===== src/rtl/sample_window_buffer_if.sv =====
// Producer/consumer bundle for the sample window buffer: write handshake,
// three-tap window handshake, flush control and occupancy status.
interface sample_window_buffer_if #(
    parameter int N = 16,
    parameter int M = 32
);
    logic                     flush;
    logic                     in_valid;
    logic                     in_ready;
    logic signed [N-1:0]      in_data;
    logic                     out_valid;
    logic                     out_ready;
    logic signed [N-1:0]      x_prev;
    logic signed [N-1:0]      x_cur;
    logic signed [N-1:0]      x_next;
    logic [$clog2(M):0]       count;
    logic                     full;
    logic                     empty;
    logic                     overrun;

    modport slave (
        input  flush, in_valid, in_data, out_ready,
        output in_ready, out_valid, x_prev, x_cur, x_next,
               count, full, empty, overrun
    );

    modport master (
        output flush, in_valid, in_data, out_ready,
        input  in_ready, out_valid, x_prev, x_cur, x_next,
               count, full, empty, overrun
    );
endinterface


===== src/rtl/sample_window_buffer.sv =====
// Circular sample store presenting an overlapping three-sample window
// (x[n-1], x[n], x[n+1]) that slides by one sample per accepted pop.
module sample_window_buffer #(
    parameter int N = 16,
    parameter int M = 32
) (
    input  logic                   Clk,
    input  logic                   reset,
    sample_window_buffer_if.slave  bus
);
    localparam int AW = $clog2(M);
    localparam int CW = AW + 1;

    logic signed [N-1:0] mem_q [M];
    logic [AW-1:0]       wp_q, wp_d;
    logic [AW-1:0]       rp_q, rp_d;
    logic [CW-1:0]       count_q, count_d;
    logic                overrun_q, overrun_d;

    logic full_w;
    logic out_valid_w;
    logic push_w;
    logic pop_w;

    assign full_w      = (count_q == CW'(M));
    assign out_valid_w = (count_q >= CW'(3));
    assign push_w      = bus.in_valid && !full_w;
    assign pop_w       = out_valid_w && bus.out_ready;

    always_comb begin
        wp_d      = wp_q;
        rp_d      = rp_q;
        count_d   = count_q;
        overrun_d = overrun_q;
        if (bus.flush) begin
            wp_d      = '0;
            rp_d      = '0;
            count_d   = '0;
            overrun_d = 1'b0;
        end else begin
            if (push_w) wp_d = wp_q + AW'(1);
            if (pop_w)  rp_d = rp_q + AW'(1);
            if (push_w && !pop_w)      count_d = count_q + CW'(1);
            else if (pop_w && !push_w) count_d = count_q - CW'(1);
            if (bus.in_valid && full_w) overrun_d = 1'b1;
        end
    end

    always_ff @(posedge Clk or negedge reset) begin
        if (!reset) begin
            wp_q      <= '0;
            rp_q      <= '0;
            count_q   <= '0;
            overrun_q <= 1'b0;
        end else begin
            wp_q      <= wp_d;
            rp_q      <= rp_d;
            count_q   <= count_d;
            overrun_q <= overrun_d;
        end
    end

    // Array is cleared on reset so the taps read zero; a flush only rewinds pointers.
    always_ff @(posedge Clk or negedge reset) begin
        if (!reset) begin
            for (int i = 0; i < M; i++) mem_q[i] <= '0;
        end else if (push_w && !bus.flush) begin
            mem_q[wp_q] <= bus.in_data;
        end
    end

    assign bus.in_ready  = !full_w;
    assign bus.out_valid = out_valid_w;
    assign bus.count     = count_q;
    assign bus.full      = full_w;
    assign bus.empty     = (count_q == '0);
    assign bus.overrun   = overrun_q;
    assign bus.x_prev    = mem_q[rp_q];
    assign bus.x_cur     = mem_q[rp_q + AW'(1)];
    assign bus.x_next    = mem_q[rp_q + AW'(2)];
endmodule


===== src/flat_wrapper.sv =====
// flat-port wrapper written by rule: the top's interface ports become plain ports
module sample_window_buffer_flat 
#(
    parameter int N = 16,
    parameter int M = 32
)
  (Clk, reset, bus_flush, bus_in_valid, bus_in_data, bus_out_ready, bus_in_ready, bus_out_valid, bus_x_prev, bus_x_cur, bus_x_next, bus_count, bus_full, bus_empty, bus_overrun);
  sample_window_buffer_if #(.N(N), .M(M)) bus_i ();
  input  logic Clk;
  input  logic reset;
  input wire logic [$bits(bus_i.flush)-1:0] bus_flush;
  input wire logic [$bits(bus_i.in_valid)-1:0] bus_in_valid;
  input wire logic [$bits(bus_i.in_data)-1:0] bus_in_data;
  input wire logic [$bits(bus_i.out_ready)-1:0] bus_out_ready;
  output wire logic [$bits(bus_i.in_ready)-1:0] bus_in_ready;
  output wire logic [$bits(bus_i.out_valid)-1:0] bus_out_valid;
  output wire logic [$bits(bus_i.x_prev)-1:0] bus_x_prev;
  output wire logic [$bits(bus_i.x_cur)-1:0] bus_x_cur;
  output wire logic [$bits(bus_i.x_next)-1:0] bus_x_next;
  output wire logic [$bits(bus_i.count)-1:0] bus_count;
  output wire logic [$bits(bus_i.full)-1:0] bus_full;
  output wire logic [$bits(bus_i.empty)-1:0] bus_empty;
  output wire logic [$bits(bus_i.overrun)-1:0] bus_overrun;
  assign bus_i.flush = bus_flush;
  assign bus_i.in_valid = bus_in_valid;
  assign bus_i.in_data = bus_in_data;
  assign bus_i.out_ready = bus_out_ready;
  assign bus_in_ready = bus_i.in_ready;
  assign bus_out_valid = bus_i.out_valid;
  assign bus_x_prev = bus_i.x_prev;
  assign bus_x_cur = bus_i.x_cur;
  assign bus_x_next = bus_i.x_next;
  assign bus_count = bus_i.count;
  assign bus_full = bus_i.full;
  assign bus_empty = bus_i.empty;
  assign bus_overrun = bus_i.overrun;
  sample_window_buffer #(.N(N), .M(M)) u_core (.Clk(Clk), .reset(reset), .bus(bus_i));
endmodule

===== config.mk =====
export PLATFORM = sky130hd
export DESIGN_NAME = sample_window_buffer_flat
export DESIGN_NICKNAME = d
export VERILOG_FILES = /design/src/rtl/sample_window_buffer_if.sv /design/src/rtl/sample_window_buffer.sv /design/src/flat_wrapper.sv
export SDC_FILE = /design/constraint.sdc
export NUM_CORES = 1
export LEC_CHECK = 0
export CORE_AREA = 2 2 261 263
export CTS_BUF_LIST = sky130_fd_sc_hd__clkbuf_4
export DETAILED_ROUTE_END_ITERATION = 10
export DIE_AREA = 0 0 263 265
export GPL_ROUTABILITY_DRIVEN = 0
export SKIP_LAST_GASP = 1
export SLEW_MARGIN = 20
export SYNTH_ARGS = -nofsm -noshare
export SYNTH_HDL_FRONTEND = slang
export SYNTH_SLANG_ARGS = --single-unit

===== constraint.sdc =====
create_clock -name Clk -period 2.9 [get_ports Clk]
set_input_delay 0.435 -clock Clk [delete_from_list [all_inputs] [get_ports Clk]]
set_output_delay 0.435 -clock Clk [all_outputs]
set_load 0.02 [all_outputs]

---- Yosys cells after proc, flatten, opt, wreduce, memory -nomap -nowiden ----
Index checks and enable logic that the tools add are counted.
storage, ports and cells
  bits in registers ....................... 529
  bits of input ports ..................... 21
cells by class
  add/sub/neg operators ................... 5
  $lt $le $gt $ge ......................... 6
  equality and inequality tests ........... 1
  multiplexer cells ....................... 21
  bitwise operators ....................... 4
  reduce and logical (&&, ||, !) cells .... 16
operators with widths
  cell                 number
  $bwmux 512           1
  $bmux 16 s5          3
  $mux 16              7
  $demux 16 s5         1
  $ge 6x6->1 const B   4
  $not 5->6            4
  $mux 5               4
  $mux 6               3
  $add 5x1->5 const B  2
  $logic_and 1x1->1    7
  $add 6x1->6 const B  1
  $eq 6x6->1 const B   1
  $ge 6x2->1 const B   1
  $logic_not 6->1      1
  $lt 6x1->1 const B   1
  $reduce_bool 2->1    3
  $sub 6x1->6 const B  1
  $add 5x2->5 const B  1
  $logic_not 1->1      4
  $reduce_bool 3->1    1
  $mux 1               2

---- Depth between registers and ports, before layout ----
Gate-level depths: netlist (run 1).
  word-level depth ........................ 8
  mapped depth ............................ 10
  depth with buffers taken out ............ 10

---- Worst setup path before layout (run 1) ----
No wires, ideal clock.
  path type ............................... register -> output
  from .................................... reg u_core.rp_q[2]
  to ...................................... out bus_x_next[15]
  arrival time ............................ 2405 ps
  setup slack ............................. 60 ps
  stages on the path, launching flop included .. 9
  buffers on the path ..................... 3
  cell sequence ........................... dfrtp_1 > ha_1 > buf_2 > buf_2 > buf_2 > mux4_2 > nand2_1 > a32o_1 > a221oi_1
between the ends
  longest elaborated chain between the ends .. 5
ends and longest elaborated chain
  element                                     RTL line                    text
  from (decl)                                 sample_window_buffer.sv:16  logic [AW-1:0] rp_q, rp_d;
  from (signal assigned)                      sample_window_buffer.sv:57  rp_q <= rp_d;
  $add 5x2->5                                 sample_window_buffer.sv:80  assign bus.x_next = mem_q[rp_q + AW'(2)];
  $not 5->6 (implied by the code)             sample_window_buffer.sv:80
  $bmux 16 s5                                 sample_window_buffer.sv:80
  $mux 16 (implied by the code) (2 in a row)  sample_window_buffer.sv:80
  to (decl)                                   flat_wrapper.sv:19          output wire logic [$bits(bus_i.x_next)-1:0] bus_x_next;
No other way between the ends. The select of a mux whose other input is x is not followed.

---- Final worst setup path (run 1) ----
  from .................................... reg u_core.rp_q[1]
  to ...................................... out bus_x_prev[2]
between the ends
  longest elaborated chain between the ends .. 4
ends and longest elaborated chain
  element                                     RTL line                    text
  $not 5->6 (implied by the code)             sample_window_buffer.sv:78  assign bus.x_prev = mem_q[rp_q];
  $bmux 16 s5                                 sample_window_buffer.sv:78
  $mux 16 (implied by the code) (2 in a row)  sample_window_buffer.sv:78
  to (decl)                                   flat_wrapper.sv:17          output wire logic [$bits(bus_i.x_prev)-1:0] bus_x_prev;
No other way between the ends. The select of a mux whose other input is x is not followed.

==> results of run 1 <==
## what timing repair did
action	CTS	global route
buffers inserted	64	46
pin swaps	45	42
hold endpoints to repair	490	0
hold buffers	4	0
cloned	14	10
gates resized for setup	334	128
endpoints found under the setup margin	52	50
## worst max-delay path: stages (launching register included)
cell and delay [ns]:
dfrtp_4 0.51, buf_4 0.22, buf_12 0.18, mux4_2 0.51
mux4_2 0.50, mux2_2 0.32, dlygate4sd2_1 0.33
## layer usage
layer  up-vias  GRT usage [%]  wire (um)
met4         4           16.2       5560
li1       9310              -          -
met2      1202           51.4      53500
met3       312           7.20       8470
met1     12400           41.7      43400
met5         -              0         21
## cell type report
class | count | area, um2 | share of cell area (%)
Timing Repair Buffer | 494 | 6130 | 14.7
Clock buffer | 213 | 1600 | 3.84
Clock inverter | 52 | 393 | 0.944
Tap cell | 873 | 1090 | 2.62
Multi-Input combinational cell | 1320 | 19100 | 45.9
Sequential cell | 529 | 13300 | 31.8
Antenna cell | 5 | 12.5 | 0.0301
Inverter | 9 | 33.8 | 0.0811
## Yosys cell counts (2+ instances only)
cell type | count | area (um2)
o21ai_0 | 2 | 10.0
buf_4 | 36 | 270
inv_1 | 8 | 30.0
clkbuf_1 | 87 | 327
nand4_1 | 3 | 18.8
a221oi_1 | 32 | 280
a211oi_1 | 2 | 15.0
or3_1 | 2 | 12.5
mux2_1 | 513 | 5780
nor2_2 | 7 | 43.8
buf_2 | 62 | 310
dfrtp_1 | 529 | 13200
nand3b_1 | 5 | 37.5
mux2_2 | 16 | 180
and2_1 | 4 | 25.0
xor2_1 | 7 | 61.3
nand3_2 | 4 | 40.0
nor2b_1 | 3 | 18.8
xnor2_1 | 8 | 70.1
o21ai_1 | 2 | 10.0
ha_1 | 10 | 125
buf_1 | 16 | 60.1
nand2_1 | 75 | 282
a21oi_1 | 6 | 30.0
a21bo_2 | 3 | 30.0
buf_6 | 9 | 101
mux2i_1 | 101 | 1010
nor3_1 | 2 | 10.0
nor2_1 | 49 | 184
mux4_2 | 416 | 9370
nand3_1 | 5 | 25.0
a32o_1 | 32 | 320
## kinds of logic (layout without fill, tap and decap cells)
logic type	count (synthesis)	count (layout)	share of synthesized area, %
other	0	5	0
AO/OA/AOI/OAI	84	84	2.28
multiplexers	1046	1046	50.4
XOR/XNOR	17	17	0.505
AND/OR/NAND/NOR	162	162	2.22
adder cells (fa/ha/maj)	11	11	0.447
flip-flops	529	529	40.8
buffers and inverters	219	768	3.40
## sequential cells by signal, summed over array words and instances, names as in the netlist
signal,count
u_core.mem_q,512
u_core.bus.count,6
u_core.rp_q,5
u_core.wp_q,5
u_core.bus.overrun,1
## report_power, final
| part | switching (mW) | internal (mW) |
|---|---|---|
| Clock | 3.40 | 4.00 |
| Sequential | 0.576 | 7.89 |
| Combinational | 7.15 | 8.57 |
| Total | 11.1 | 20.5 |
## path summary, 6_finish.rpt
path / to / depth (start not counted)
worst max-delay path: bus_x_prev[2] / 6
worst min-delay path: u_core.wp_q[0] / 3
worst max register to register: u_core.bus.count[5] / 9
worst min register to register: u_core.bus.overrun / 2
max in group asynchronous: u_core.mem_q[499] / 4
min in group asynchronous: u_core.mem_q[137] / 3
## layout by cell type, fill, tap and decap left out, types with 6 or more instances in the layout
cell,netlist,layout
nor2_2,7,29
nand2_1,75,65
buf_16,0,17
clkbuf_4,0,213
mux4_2,416,416
clkbuf_16,0,10
mux2i_2,0,26
a221oi_4,0,20
clkdlybuf4s15_2,0,6
dlygate4sd2_1,0,12
mux2_1,513,513
bufinv_16,0,7
mux2i_4,0,18
dfrtp_1,529,525
a221oi_2,0,12
mux2_2,16,15
buf_6,9,52
buf_12,0,113
clkdlybuf4s50_1,0,26
inv_1,8,8
buf_4,36,232
xnor2_1,8,7
a32o_2,0,27
mux2i_1,101,57
nor2_1,49,22
ha_1,10,8
nand2_2,0,10
buf_8,0,18
a21oi_1,6,6
clkinv_1,1,38
xor2_1,7,6
==> reports/results.tsv, run 1 <==
metric	value	unit
grt_setup_unrepaired	yes	
holdWs	0.226	ns
placed_area	36800	um2
drive_gt1_share	49.0	%
ir_drop	0.687	mV
cts_tree	built	
grt_first_pass_wirelength	164	mm
ant_nets	0	
maxSlewViolCount	0	
fillers	5032	
routed_wl	111	mm
place_ws	-0.905	ns
clkSlewWorstSetupHoldPaths	0.06	ns
power.density	758	nW/um2
skew	0.0469	ns
antenna_found_initial	6	
core	66800	um2
syn_to_final_growth	28.3	%
via_per_inst	6.66	
r2r_start	u_core.bus.count[2]	
synth-warning-count	0	
grt_use_total	32.2	%
hold_path_class	in -> reg	
grt_max_degree	68	
grt-ovfl-total	0	
cts_root_buf	clkbuf_4	
final_cell_area	41600	um2
status	finished with violations	
async_flop_share	100	%
min_period	4.03	ns
criticalPathCategory	reg -> out	
first_global_vias	24400	
leakagePower	18.2	nW
io_pins	80	
netlist_instances	2068	
violations	negative setup slack	
nets	2538	
worstHoldStart	bus_flush	
r2r_slack	0.27	ns
startpoint_type	flip-flop	
die_h	265	um
synthFlopType	dfrtp_1	
drt_iter0_drc	2137	
die_w	263	um
dp.cells	3113	
final_util	62.3	%
io_buffers	79	
fin_tns_setup	-48.51	ns
setup_violations	48	
wire_per_inst	31.7	um
synth_cell_types	44	
clk_path_buf_depth	3	
synth_nets	2100	
min_period_over_period	139	%
place_hpwl	70.2	mm
ys_seq_area_share	40.8	%
critPathLaunch	u_core.rp_q[1]	
syn-cell-area	32400	um2
slew_headroom	54.0	%
dieArea	69700	um2
synth_edf_count	0	
ys_ff_latch	529	
final_hold_viol_count	0	
cts_buffers	152	
drc	0	
clock_latency	1.02	ns
cts.sinks	529	
cp_max_fo	14	
num_vias	23300	
worstPathArrival	3.60	ns
num_rows	95	
end_kind	output port	
syn_avg_cell_area	15.7	um2
instances_no_fill	3495	
critPathRequiredTime	2.47	ns
htreeDepth	4	
maxCapViolations	0	
first_pass_iters	5	
fmax	248	MHz
setup_ws	-1.13	ns
finalPower	31.6	mW
worstMarginPinSlew	0.684	ns
start_util	48.6	%
(Power assumes the default switching activity.)
==> run 2, diff against run 1 <==
--- a/config.mk
+++ b/config.mk
@@ -5,11 +5,13 @@
 export SDC_FILE = /design/constraint.sdc
 export NUM_CORES = 1
 export LEC_CHECK = 0
-export CORE_AREA = 2 2 261 263
+export CORE_AREA = 2 2 336 205
 export CTS_BUF_LIST = sky130_fd_sc_hd__clkbuf_4
 export DETAILED_ROUTE_END_ITERATION = 10
-export DIE_AREA = 0 0 263 265
+export DIE_AREA = 0 0 338 207
 export GPL_ROUTABILITY_DRIVEN = 0
+export MAX_ROUTING_LAYER = met4
+export PLACE_DENSITY = 0.65
 export SKIP_LAST_GASP = 1
 export SLEW_MARGIN = 20
 export SYNTH_ARGS = -nofsm -noshare
==> reports/results.tsv, run 2 (synthesized netlist as in run 1, its figures left out) <==
metric	value	unit
fin_tns_setup	-43.06	ns
status	finished with violations	
largest_reg_flops	512	
num_vias	23800	
htreeDepth	4	
violations	negative setup slack	
antenna_found_initial	3	
clkSlewWorstSetupHoldPaths	0.07	ns
cts.sinks	529	
ir_drop	0.518	mV
setup_ws	-1.07	ns
place_ws	-0.722	ns
regArea	13300	um2
syn_to_final_growth	27.2	%
startpoint_type	flip-flop	
ant_nets	0	
worstMarginPinSlew	0.777	ns
wire_per_inst	32.6	um
path_buf_inv	4	
drc	0	
cts_tree	built	
nets	2538	
cp_max_fo	5	
regMostFlops	u_core.mem_q	
cp_top_family	compound AO/OA/AOI/OAI gates	
die_w	338	um
clock_latency	0.92	ns
instances_no_fill	3507	
first_global_vias	23800	
final_cell_mix	dfrtp_1 (525), mux2_1 (513), mux4_2 (416)	
cp_common_cell	buf_6	
skew	0.0549	ns
io_buffers	79	
power.density	742	nW/um2
slowest_delay	0.56	ns
clk_path_buf_depth	3	
slowest_stage	dfrtp_4	
routed_wl	114	mm
holdWs	0.0745	ns
criticalPathCategory	reg -> out	
core	67100	um2
final_common_cell	dfrtp_1	
worstPathArrival	3.53	ns
fmax	252	MHz
place_hpwl	73.8	mm
final_util	61.5	%
num_rows	74	
fillers	4911	
dieArea	70000	um2
grt_setup_unrepaired	yes	
die_h	207	um
min_period_over_period	137	%
grt-ovfl-total	0	
cts_buffers	136	
via_per_inst	6.80	
start_util	48.3	%
slew_headroom	48.1	%
critical_path.cell_chain	ha_4, buf_12, buf_6, buf_6, mux4_2, nand2_1, a32o_2, a221oi_4, buf_6	
r2r_slack	0.23	ns
final_hold_viol_count	0	
maxCapViolations	0	
hold_path_class	in -> async	
grt_first_pass_wirelength	166	mm
dp.cells	3167	
grt_max_degree	77	
end_kind	output port	
drive_gt1_share	49.4	%
cts_root_buf	clkbuf_4	
critPathRequiredTime	2.47	ns
leakagePower	18.2	nW
setup_violations	48	
multi_input_area	19000	um2
grt_use_total	33.8	%
io_pins	80	
min_period	3.97	ns
drt_iter0_drc	2947	
first_pass_iters	6	
maxSlewViolCount	0	
## run 2: cell count changes in the layout (fill, tap and decap cells not counted), moves of 10 or more
cell	change
clkinv_1	-20
mux2_4	+13
buf_4	+27
clkbuf_4	-18
mux2_2	-13
buf_12	-12
buf_6	+12
dlygate4sd2_1	-10
## run 2: worst register-to-register path: stages, from the launching register on
cell and delay (ns):
dfrtp_1 0.46, nor4_1 0.29, buf_4 0.17, a21bo_2 0.13, nand2_1 0.09, buf_4 0.17
ha_1 0.31, o21ai_0 0.09, o21bai_1 0.08, a21oi_1 0.17, mux2i_1 0.23, mux2_1 0.35
## run 2: stage by stage
step / instance area (um2) / power, mW
6_report: 41300 / 30.6
5_1_grt: 41300 / 31.9
4_1_cts: 40400 / 29.5
3_5_place_dp: 36700 / 20.7
3_3_place_gp: 36700 / 20.5
2_1_floorplan: 32400 / 15.5
## run 2: worst paths after layout
check                                    startpoint             endpoint  cells past startpoint
worst max-delay path                 u_core.rp_q[1]        bus_x_next[5]                      9
worst min-delay path                          reset    u_core.mem_q[218]                      2
worst max register to register  u_core.bus.count[2]  u_core.bus.count[5]                     11
worst min register to register   u_core.bus.overrun   u_core.bus.overrun                      2
max in group asynchronous                     reset    u_core.mem_q[498]                      3
min in group Clk                       bus_in_valid   u_core.bus.overrun                      3
## run 2: power breakdown
| part | switching (mW) | internal, mW |
|---|---|---|
| clock | 3.25 | 3.33 |
| sequential | 0.587 | 7.88 |
| combinational | 7.20 | 8.37 |
| total | 11.0 | 19.6 |
## run 2: what timing repair did
item,in CTS,in global routing
setup buffers,68,46
hold buffers,1,0
gates cloned,17,8
gates resized for setup,413,121
pin swaps,29,32
endpoints found under the setup margin,51,49
hold endpoints to repair,514,0
## run 2: final cells by class
type	count	share of cell area, %
Clock buffer	195	3.55
Timing Repair Buffer	510	14.9
Antenna cell	2	0.0121
Inverter	9	0.0819
Clock inverter	30	0.488
Multi-Input combinational cell	1320	46.1
Tap cell	912	2.77
Sequential cell	529	32.1
## run 2: routing by layer
| layer | vias to the layer above | GRT usage, % | routed length [um] |
|---|---|---|---|
| li1 | 9281 | - | - |
| met1 | 12600 | 48.8 | 47600 |
| met2 | 1700 | 43.9 | 47800 |
| met3 | 261 | 12.9 | 15200 |
| met4 | 0 | 10.3 | 3760 |
| met5 | - | - | 0 |
